## src/rtl/mos6502_pkg.sv

```systemverilog
// mos6502_pkg: opcodes, sequencer/phase/ALU enums and decode helpers for the tiny 6502 core
package mos6502_pkg;
  localparam logic [7:0] OP_LDA_IMM = 8'hA9;
  localparam logic [7:0] OP_LDA_ABS = 8'hAD;
  localparam logic [7:0] OP_LDX_IMM = 8'hA2;
  localparam logic [7:0] OP_STA_ABS = 8'h8D;
  localparam logic [7:0] OP_ADC_IMM = 8'h69;
  localparam logic [7:0] OP_SBC_IMM = 8'hE9;
  localparam logic [7:0] OP_AND_IMM = 8'h29;
  localparam logic [7:0] OP_ORA_IMM = 8'h09;
  localparam logic [7:0] OP_EOR_IMM = 8'h49;
  localparam logic [7:0] OP_TAX     = 8'hAA;
  localparam logic [7:0] OP_INX     = 8'hE8;
  localparam logic [7:0] OP_DEX     = 8'hCA;
  localparam logic [7:0] OP_CLC     = 8'h18;
  localparam logic [7:0] OP_SEC     = 8'h38;
  localparam logic [7:0] OP_JMP_ABS = 8'h4C;
  localparam logic [7:0] OP_BEQ     = 8'hF0;
  localparam logic [7:0] OP_BNE     = 8'hD0;
  localparam logic [7:0] OP_NOP     = 8'hEA;
  localparam logic [15:0] VEC_LO_ADDR = 16'hFFFC;
  localparam logic [15:0] VEC_HI_ADDR = 16'hFFFD;
  typedef enum logic [2:0] {S_VEC_LO, S_VEC_HI, S_FETCH, S_OP1, S_OP2, S_MEM} state_e;
  typedef enum logic [1:0] {P0, P1, P2} phase_e;
  typedef enum logic [2:0] {ALU_PASS, ALU_ADC, ALU_SBC, ALU_AND, ALU_ORA, ALU_EOR, ALU_INC, ALU_DEC} alu_op_e;
  function automatic logic [1:0] op_len(input logic [7:0] op);
    case (op)
      OP_LDA_IMM, OP_LDX_IMM, OP_ADC_IMM, OP_SBC_IMM, OP_AND_IMM,
      OP_ORA_IMM, OP_EOR_IMM, OP_BEQ, OP_BNE: return 2'd2;
      OP_LDA_ABS, OP_STA_ABS, OP_JMP_ABS: return 2'd3;
      default: return 2'd1;
    endcase
  endfunction
  function automatic alu_op_e alu_op_of(input logic [7:0] op);
    case (op)
      OP_ADC_IMM: return ALU_ADC;
      OP_SBC_IMM: return ALU_SBC;
      OP_AND_IMM: return ALU_AND;
      OP_ORA_IMM: return ALU_ORA;
      OP_EOR_IMM: return ALU_EOR;
      OP_INX:     return ALU_INC;
      OP_DEX:     return ALU_DEC;
      default:    return ALU_PASS;
    endcase
  endfunction
endpackage

```

## src/rtl/mos6502_alu.sv

```systemverilog
// mos6502_alu: combinational binary-mode ALU; PASS forwards the operand (loads, TAX)
module mos6502_alu
  import mos6502_pkg::*;
(
  input  alu_op_e    op,
  input  logic [7:0] a,
  input  logic [7:0] m,
  input  logic       c_in,
  output logic [7:0] res,
  output logic       n,
  output logic       z,
  output logic       c,
  output logic       v
);
  logic [7:0] mm;
  logic [8:0] sum;
  always_comb begin
    mm = (op == ALU_SBC) ? ~m : m;
    sum = {1'b0, a} + {1'b0, mm} + {8'b0, c_in};
    case (op)
      ALU_ADC, ALU_SBC: res = sum[7:0];
      ALU_AND: res = a & m;
      ALU_ORA: res = a | m;
      ALU_EOR: res = a ^ m;
      ALU_INC: res = a + 8'd1;
      ALU_DEC: res = a - 8'd1;
      default: res = m;
    endcase
    n = res[7];
    z = (res == 8'h00);
    c = sum[8];
    v = (a[7] == mm[7]) && (sum[7] != a[7]);
  end
endmodule

```

## src/rtl/tt_um_tiny_mos6502.sv

```systemverilog
// tt_um_tiny_mos6502: reduced 6502 core with a 3-phase bus multiplexed onto the TT pins
module tt_um_tiny_mos6502
  import mos6502_pkg::*;
(
  input  logic       clk,
  input  logic       rst_n,
  input  logic       ena,
  input  logic [7:0] ui_in,
  output logic [7:0] uo_out,
  input  logic [7:0] uio_in,
  output logic [7:0] uio_out,
  output logic [7:0] uio_oe
);
  state_e st_q, st_d;
  phase_e ph_q, ph_d;
  logic run_q, run_d;
  logic [15:0] pc_q, pc_d, pc_inc, br_pc, addr;
  logic [7:0] a_q, a_d, x_q, x_d, ir_q, ir_d, op_q, op_d, oph_q, oph_d;
  logic n_q, n_d, v_q, v_d, z_q, z_d, c_q, c_d;
  logic [7:0] cur, alu_a, alu_m, alu_res;
  logic alu_n, alu_z, alu_c, alu_v, we;
  alu_op_e alu_op;
  logic unused;
  assign unused = ^uio_in;
  always_comb begin
    cur = (st_q == S_FETCH) ? ui_in : ir_q;
    alu_op = alu_op_of(cur);
    alu_a = (alu_op == ALU_INC || alu_op == ALU_DEC) ? x_q : a_q;
    alu_m = (st_q == S_FETCH) ? a_q : ui_in;
    pc_inc = pc_q + 16'd1;
    br_pc = pc_inc + {{8{ui_in[7]}}, ui_in};
  end
  mos6502_alu u_alu (
    .op(alu_op), .a(alu_a), .m(alu_m), .c_in(c_q),
    .res(alu_res), .n(alu_n), .z(alu_z), .c(alu_c), .v(alu_v)
  );
  // run_q keeps the pins at 00 until the first enabled clock after reset release
  always_comb begin
    run_d = 1'b1;
    st_d = st_q;
    pc_d = pc_q;
    a_d = a_q;
    x_d = x_q;
    ir_d = ir_q;
    op_d = op_q;
    oph_d = oph_q;
    {n_d, v_d, z_d, c_d} = {n_q, v_q, z_q, c_q};
    ph_d = !run_q ? P0 : (ph_q == P0) ? P1 : (ph_q == P1) ? P2 : P0;
    if (run_q && ph_q == P2)
      case (st_q)
        S_VEC_LO: begin
          pc_d[7:0] = ui_in;
          st_d = S_VEC_HI;
        end
        S_VEC_HI: begin
          pc_d[15:8] = ui_in;
          st_d = S_FETCH;
        end
        S_FETCH: begin
          ir_d = ui_in;
          pc_d = pc_inc;
          st_d = (op_len(ui_in) == 2'd1) ? S_FETCH : S_OP1;
          c_d = (ui_in == OP_CLC) ? 1'b0 : (ui_in == OP_SEC) ? 1'b1 : c_q;
          if (ui_in == OP_TAX || ui_in == OP_INX || ui_in == OP_DEX) {x_d, n_d, z_d} = {alu_res, alu_n, alu_z};
        end
        S_OP1: begin
          op_d = ui_in;
          pc_d = pc_inc;
          st_d = (op_len(ir_q) == 2'd3) ? S_OP2 : S_FETCH;
          if (ir_q inside {OP_LDA_IMM, OP_ADC_IMM, OP_SBC_IMM, OP_AND_IMM, OP_ORA_IMM, OP_EOR_IMM})
            {a_d, n_d, z_d} = {alu_res, alu_n, alu_z};
          if (ir_q inside {OP_ADC_IMM, OP_SBC_IMM}) {c_d, v_d} = {alu_c, alu_v};
          if (ir_q == OP_LDX_IMM) {x_d, n_d, z_d} = {alu_res, alu_n, alu_z};
          if ((ir_q == OP_BEQ && z_q) || (ir_q == OP_BNE && !z_q)) pc_d = br_pc;
        end
        S_OP2: begin
          oph_d = ui_in;
          pc_d = (ir_q == OP_JMP_ABS) ? {ui_in, op_q} : pc_inc;
          st_d = (ir_q == OP_JMP_ABS) ? S_FETCH : S_MEM;
        end
        S_MEM: begin
          st_d = S_FETCH;
          if (ir_q == OP_LDA_ABS) {a_d, n_d, z_d} = {alu_res, alu_n, alu_z};
        end
        default: st_d = S_VEC_LO;
      endcase
  end
  always_ff @(posedge clk)
    if (rst_n) begin
      run_q <= 1'b0;
      st_q <= S_VEC_LO;
      ph_q <= P0;
      pc_q <= 16'h0000;
      a_q <= 8'h00;
      x_q <= 8'h00;
      ir_q <= 8'h00;
      op_q <= 8'h00;
      oph_q <= 8'h00;
      {n_q, v_q, z_q, c_q} <= 4'b0000;
    end else if (ena) begin
      run_q <= run_d;
      st_q <= st_d;
      ph_q <= ph_d;
      pc_q <= pc_d;
      a_q <= a_d;
      x_q <= x_d;
      ir_q <= ir_d;
      op_q <= op_d;
      oph_q <= oph_d;
      {n_q, v_q, z_q, c_q} <= {n_d, v_d, z_d, c_d};
    end
  always_comb begin
    addr = (st_q == S_VEC_LO) ? VEC_LO_ADDR : (st_q == S_VEC_HI) ? VEC_HI_ADDR :
           (st_q == S_MEM) ? {oph_q, op_q} : pc_q;
    we = (st_q == S_MEM) && (ir_q == OP_STA_ABS);
    uo_out = !run_q ? 8'h00 : (ph_q == P1) ? addr[15:8] : addr[7:0];
    uio_out = !run_q ? 8'h00 : (ph_q == P2) ? (we ? a_q : 8'h00) : {5'b0, st_q == S_FETCH, we, 1'b1};
    uio_oe = 8'hFF;
  end
endmodule

```

## config.mk

```make
export PLATFORM = sky130hd
export DESIGN_NAME = tt_um_tiny_mos6502
export DESIGN_NICKNAME = d
export VERILOG_FILES = /design/src/rtl/mos6502_pkg.sv /design/src/rtl/mos6502_alu.sv /design/src/rtl/tt_um_tiny_mos6502.sv
export SDC_FILE = /design/constraint.sdc
export NUM_CORES = 1
export LEC_CHECK = 0
export CAP_MARGIN = 10
export CORE_AREA = 2 2 132 108
export CTS_CLUSTER_SIZE = 25
export DETAILED_ROUTE_END_ITERATION = 8
export DIE_AREA = 0 0 134 110
export PLACE_DENSITY = 0.69
export SLEW_MARGIN = 20
export SYNTH_ARGS = -nofsm -noshare
export SYNTH_HDL_FRONTEND = slang
export SYNTH_SLANG_ARGS = --single-unit
```

## constraint.sdc

```tcl
create_clock -name clk -period 5.9 [get_ports clk]
set_clock_uncertainty 0.2 [all_clocks]
set_input_delay 0.59 -clock clk [delete_from_list [all_inputs] [get_ports clk]]
set_output_delay 0.59 -clock clk [all_outputs]
set_load 0.01 [all_outputs]
```

==> flow_summary.html <==
<table>
<tr><th>Metric</th><th>Value</th></tr>
<tr><th colspan="2">GRT</th></tr>
<tr><td>Overflow left after global routing</td><td>0</td></tr>
<tr><td>Wire length of the first global-routing pass</td><td>30.11 mm</td></tr>
<tr><td>Overall fraction of global-route tracks in use</td><td>26.30%</td></tr>
<tr><td>Met3 capacity usage during global routing</td><td>4.984%</td></tr>
<tr><td>Via count of the first global-routing pass</td><td>5,466</td></tr>
<tr><td>Largest net degree at the start of global routing</td><td>43</td></tr>
<tr><td>GRT met1 Usage</td><td>40.16%</td></tr>
<tr><td>Most used routing layer in global routing</td><td>met1</td></tr>
<tr><td>GR Layer Usage met2</td><td>37.80%</td></tr>
<tr><td>Initial antenna violation count</td><td>0</td></tr>
<tr><th colspan="2">Worst setup path</th></tr>
<tr><td>Depth of the critical timing path with buffers and inverters included</td><td>16</td></tr>
<tr><td>Setup crit end kind</td><td>flip-flop</td></tr>
<tr><td>Data required time of the critical path</td><td>5.97 ns</td></tr>
<tr><td>Cell chain of the critical path</td><td>clkdlybuf4s50_1, nor3b_1, nand4_1, and2_1, a21oi_1, xnor2_1, fa_1, fa_1, nor2b_1, o31a_1, a21oi_1, a22oi_1, a31oi_1, or4_1, or4_1, o21ai_1</td></tr>
<tr><td>Endpoint of the worst-slack reg-to-reg timing path</td><td>z_q$_SDFFE_PP0P_</td></tr>
<tr><td>Flop-to-flop setup slack</td><td>1.03 ns</td></tr>
<tr><td>Critical Path Max Stage Delay</td><td>0.64 ns</td></tr>
<tr><td>Worst path buffer plus inverter count</td><td>1</td></tr>
<tr><td>Critical path class</td><td>in -&gt; reg</td></tr>
<tr><td>Worst-path fanout max</td><td>8</td></tr>
<tr><td>Slowest library cell on the worst path</td><td>sky130_fd_sc_hd__clkdlybuf4s50_1</td></tr>
<tr><td>Critical path's top delay family</td><td>simple AND/OR/NAND/NOR gates</td></tr>
<tr><td>Kind of launch point of the worst setup path</td><td>input pin</td></tr>
<tr><td>Cell depth of the worst flop-to-flop path</td><td>16</td></tr>
<tr><td>Critical R2R Launch</td><td>st_q[1]$_SDFFE_PP0P_</td></tr>
<tr><td>WP data arrival</td><td>5.32 ns</td></tr>
<tr><th colspan="2">Final layout</th></tr>
<tr><td>Number of fillers in the final layout</td><td>1,306</td></tr>
<tr><td>Fraction of layout instances using a drive strength above 1</td><td>5.575%</td></tr>
<tr><td>Relative area change from synthesis to final layout</td><td>11.36%</td></tr>
<tr><td>Core Util, Final</td><td>51.68%</td></tr>
<tr><td>Layout net count</td><td>924</td></tr>
<tr><td>Non-filler instance count after layout</td><td>1,041</td></tr>
<tr><td>Antenna diode count</td><td>0</td></tr>
<tr><th colspan="2">STA</th></tr>
<tr><td>Slew headroom</td><td>37.11%</td></tr>
<tr><td>Hold Vio Cnt, Final</td><td>0</td></tr>
<tr><td>Shortest period the worst path allows</td><td>5.245 ns</td></tr>
<tr><td>Crit share post-route</td><td>88.89%</td></tr>
<tr><td>WHS</td><td>0.2516 ns</td></tr>
<tr><td>Final setup slack of the worst path</td><td>0.6552 ns</td></tr>
<tr><td>Highest Clock Rate</td><td>190.7 MHz</td></tr>
<tr><td>Number of setup violations in the final report</td><td>0</td></tr>
<tr><td>RSZ-0062 raised after global routing</td><td>no</td></tr>
<tr><td>Max-slew violation count</td><td>0</td></tr>
<tr><td>Worst Tran Pin Value</td><td>0.9399 ns</td></tr>
<tr><td>Setup TNS</td><td>0 ns</td></tr>
<tr><th colspan="2">Synthesis</th></tr>
<tr><td>Number of synthesis warnings</td><td>0</td></tr>
<tr><td>Post-synthesis sequential element count</td><td>64</td></tr>
<tr><td>Dominant register cell in the synthesized netlist</td><td>sky130_fd_sc_hd__dfxtp_1</td></tr>
<tr><td>Cell count after synthesis</td><td>847</td></tr>
<tr><td>Async set or reset register ratio after synthesis</td><td>0%</td></tr>
<tr><td>Part of the Yosys area used for sequential elements</td><td>20.67%</td></tr>
<tr><td>Unique masters post-synth</td><td>70</td></tr>
<tr><td>Synthesized area per cell</td><td>7.320 um2</td></tr>
<tr><td>Synth area leader</td><td>sky130_fd_sc_hd__dfxtp_1</td></tr>
<tr><td>Area fraction of the dominant cell type after synthesis</td><td>20.67%</td></tr>
<tr><td>Most area-consuming cells after synthesis</td><td>sky130_fd_sc_hd__dfxtp_1 (21%), sky130_fd_sc_hd__ha_1 (9.1%), sky130_fd_sc_hd__nand2_1 (6.5%)</td></tr>
<tr><td>Netlist area before placement</td><td>6200 um2</td></tr>
<tr><td>Library cell with the highest instance count after synthesis</td><td>sky130_fd_sc_hd__nand2_1</td></tr>
<tr><td>Leading post-synthesis cells by instance count</td><td>sky130_fd_sc_hd__nand2_1 (108), sky130_fd_sc_hd__a21oi_1 (72), sky130_fd_sc_hd__nor2_1 (70)</td></tr>
<tr><td>EDFF count, synth</td><td>0</td></tr>
<tr><th colspan="2">Place</th></tr>
<tr><td>Placed Instances</td><td>1,025</td></tr>
<tr><td>HPWL after detailed placement</td><td>14.37 mm</td></tr>
<tr><td>Setup WS pre-CTS</td><td>0.3988 ns</td></tr>
<tr><td>Final GP Congestion</td><td>0.9483</td></tr>
<tr><td>Number of input and output port buffers inserted</td><td>26</td></tr>
<tr><th colspan="2">Route</th></tr>
<tr><td>DRC marker count from the first detailed-route iteration</td><td>703</td></tr>
<tr><td>DRC Markers</td><td>0</td></tr>
<tr><td>Routed wire length</td><td>19.41 mm</td></tr>
<tr><td>Via count</td><td>6,337</td></tr>
<tr><td>Number of search-and-repair iterations in the first detailed-routing pass</td><td>5</td></tr>
<tr><td>Routed wirelength normalized by instance count</td><td>18.64 um</td></tr>
<tr><td>Antenna Violating Nets Remaining</td><td>0</td></tr>
<tr><td>Via-to-Cell Ratio</td><td>6.087</td></tr>
<tr><th colspan="2">Power</th></tr>
<tr><td>Pleak</td><td>0.002780 uW</td></tr>
<tr><td>Largest voltage drop on the vdd net</td><td>0.1413 mV</td></tr>
<tr><td>Power density over the cells</td><td>158.6 nW/um2</td></tr>
<tr><th colspan="2">Die</th></tr>
<tr><td>Total I/O pin count</td><td>43</td></tr>
<tr><td>Placeable core region</td><td>13,360 um2</td></tr>
<tr><td>Starting density of the core</td><td>46.40%</td></tr>
<tr><td>Die height</td><td>110 um</td></tr>
<tr><td>Site Rows</td><td>38</td></tr>
<tr><td>Die footprint</td><td>14,740 um2</td></tr>
<tr><td>Floorplan die width</td><td>134 um</td></tr>
<tr><th colspan="2">Outcome</th></tr>
<tr><td>Status</td><td>finished clean</td></tr>
<tr><th colspan="2">Clock network</th></tr>
<tr><td>Cell at the root of the clock tree</td><td>sky130_fd_sc_hd__clkbuf_16</td></tr>
<tr><td>Quantity of hold-fixing buffers added after cts</td><td>0</td></tr>
<tr><td>Quantity of gates resized following cts</td><td>0</td></tr>
<tr><td>Clock-pin transition on the worst setup and hold timing paths</td><td>0.06 ns</td></tr>
<tr><td>Post-CTS setup-driven buffer insertion count</td><td>0</td></tr>
<tr><td>Depth of the CTS H-tree</td><td>3</td></tr>
<tr><td>Clock latency on the worst-skew pair</td><td>0.34 ns</td></tr>
<tr><td>Clock net sink count</td><td>64</td></tr>
<tr><td>CTS tree</td><td>yes</td></tr>
<tr><td>CTS Buf Count</td><td>9</td></tr>
<tr><td>Maximum root-to-sink buffer count</td><td>2</td></tr>
<tr><th colspan="2">Min path</th></tr>
<tr><td>Startpoint of the lowest-slack hold path</td><td>oph_q[0]$_SDFFE_PP0P_</td></tr>
<tr><td>Number of instances on the worst hold path</td><td>2</td></tr>
<tr><td>Tightest Hold Check Type</td><td>reg -&gt; reg</td></tr>
<tr><td>Worst Hold Endpoint</td><td>oph_q[0]$_SDFFE_PP0P_</td></tr>
<tr><th colspan="2">Flow run</th></tr>
<tr><td>Maximum Capacitance Violations</td><td>0</td></tr>
</table>
## how the worst max path moves through the flow
| stage | startpoint | endpoint |
|---|---|---|
| floorplan | st_q[2]$_SDFFE_PP0P_ | z_q$_SDFFE_PP0P_ |
| global placement | ui_in[3] | z_q$_SDFFE_PP0P_ |
| detailed placement | ui_in[3] | z_q$_SDFFE_PP0P_ |
| CTS | ui_in[3] | z_q$_SDFFE_PP0P_ |
| global route | ui_in[3] | z_q$_SDFFE_PP0P_ |
| finish | ui_in[3] | z_q$_SDFFE_PP0P_ |
## per-layer routing
metal | wire length (um) | up-vias
li1 | - | 3061
met1 | 9413 | 2949
met2 | 7862 | 300
met3 | 1891 | 27
met4 | 240 | 0
met5 | 0 | -
## metrics by stage
stage          power, uW  instance area (um2)
2_1_floorplan      517.2                 6226
6_report            1095                 6904
5_1_grt             1129                 6904
3_3_place_gp       555.8                 6606
4_1_cts             1094                 6904
3_5_place_dp       556.9                 6606
## sequential cells by signal, summed over array words and instances (netlist names)
register / count
pc_q: 16
a_q: 8
ir_q: 8
op_q: 8
oph_q: 8
x_q: 8
st_q: 3
ph_q: 2
c_q: 1
run_q: 1
z_q: 1
## where the power goes
group / total (uW) / switching [uW] / internal [uW]
Combinational: 115 / 70.8 / 44.2
Sequential: 435 / 1.62 / 433
Clock: 545 / 215 / 329
## worst min-delay path: stages (launching register included)
cell and delay, ns:
sky130_fd_sc_hd__dfxtp_1 0.30, sky130_fd_sc_hd__nand2_1 0.05, sky130_fd_sc_hd__a21oi_1 0.05
## kinds of logic (layout without fill, tap and decap cells)
| logic type | count (synthesis) | after routing | synth area share (%) |
|---|---|---|---|
| compound gates | 220 | 220 | 23.25 |
| other cells | 1 | 8 | 0.06049 |
| mux | 34 | 34 | 5.732 |
| simple gates | 340 | 340 | 27.51 |
| fa+ha+maj | 49 | 49 | 10.37 |
| xor+xnor | 40 | 40 | 5.651 |
| flops | 64 | 64 | 20.67 |
| buf+inv | 99 | 106 | 6.761 |
## cell type report
class                   instances  area (um2)  area share (%)
clock inverters                 6       68.82          0.9967
repair buffers                 47       412.9           5.980
well taps                     180       225.2           3.262
multi-input cells             691        4526           65.55
flip-flops and latches         64        1281           18.56
inverters                      43       161.4           2.338
clock buffers                  10       229.0           3.316
## cell usage in the layout (no fill, tap or decap), types with 4 or more instances in the layout
master                            instances
sky130_fd_sc_hd__nand2b_1                 6
sky130_fd_sc_hd__and2_1                  12
sky130_fd_sc_hd__a22oi_1                 10
sky130_fd_sc_hd__o31ai_1                  7
sky130_fd_sc_hd__a21oi_1                 72
sky130_fd_sc_hd__nor4bb_1                 4
sky130_fd_sc_hd__buf_4                   21
sky130_fd_sc_hd__nand3_1                 28
sky130_fd_sc_hd__conb_1                   8
sky130_fd_sc_hd__xor2_1                  12
sky130_fd_sc_hd__a21o_1                  10
sky130_fd_sc_hd__fa_1                     4
sky130_fd_sc_hd__xnor2_1                 28
sky130_fd_sc_hd__ha_1                    45
sky130_fd_sc_hd__a221oi_1                15
sky130_fd_sc_hd__a211oi_1                10
sky130_fd_sc_hd__o21ai_0                 35
sky130_fd_sc_hd__mux2i_1                 31
sky130_fd_sc_hd__and3_1                   9
sky130_fd_sc_hd__nor3_1                  29
sky130_fd_sc_hd__nor3b_1                  8
sky130_fd_sc_hd__nand4_1                  8
sky130_fd_sc_hd__nor2b_1                 16
sky130_fd_sc_hd__or4_1                    6
sky130_fd_sc_hd__a31oi_1                  8
sky130_fd_sc_hd__a221o_1                  8
sky130_fd_sc_hd__o211ai_1                 6
sky130_fd_sc_hd__nand2_1                108
sky130_fd_sc_hd__nor2_1                  70
sky130_fd_sc_hd__dfxtp_1                 64
sky130_fd_sc_hd__nand3b_1                17
sky130_fd_sc_hd__clkbuf_16                9
sky130_fd_sc_hd__clkdlybuf4s50_1         25
sky130_fd_sc_hd__inv_1                   42
sky130_fd_sc_hd__o21a_1                   8
Power figures use the tool's default switching activity.
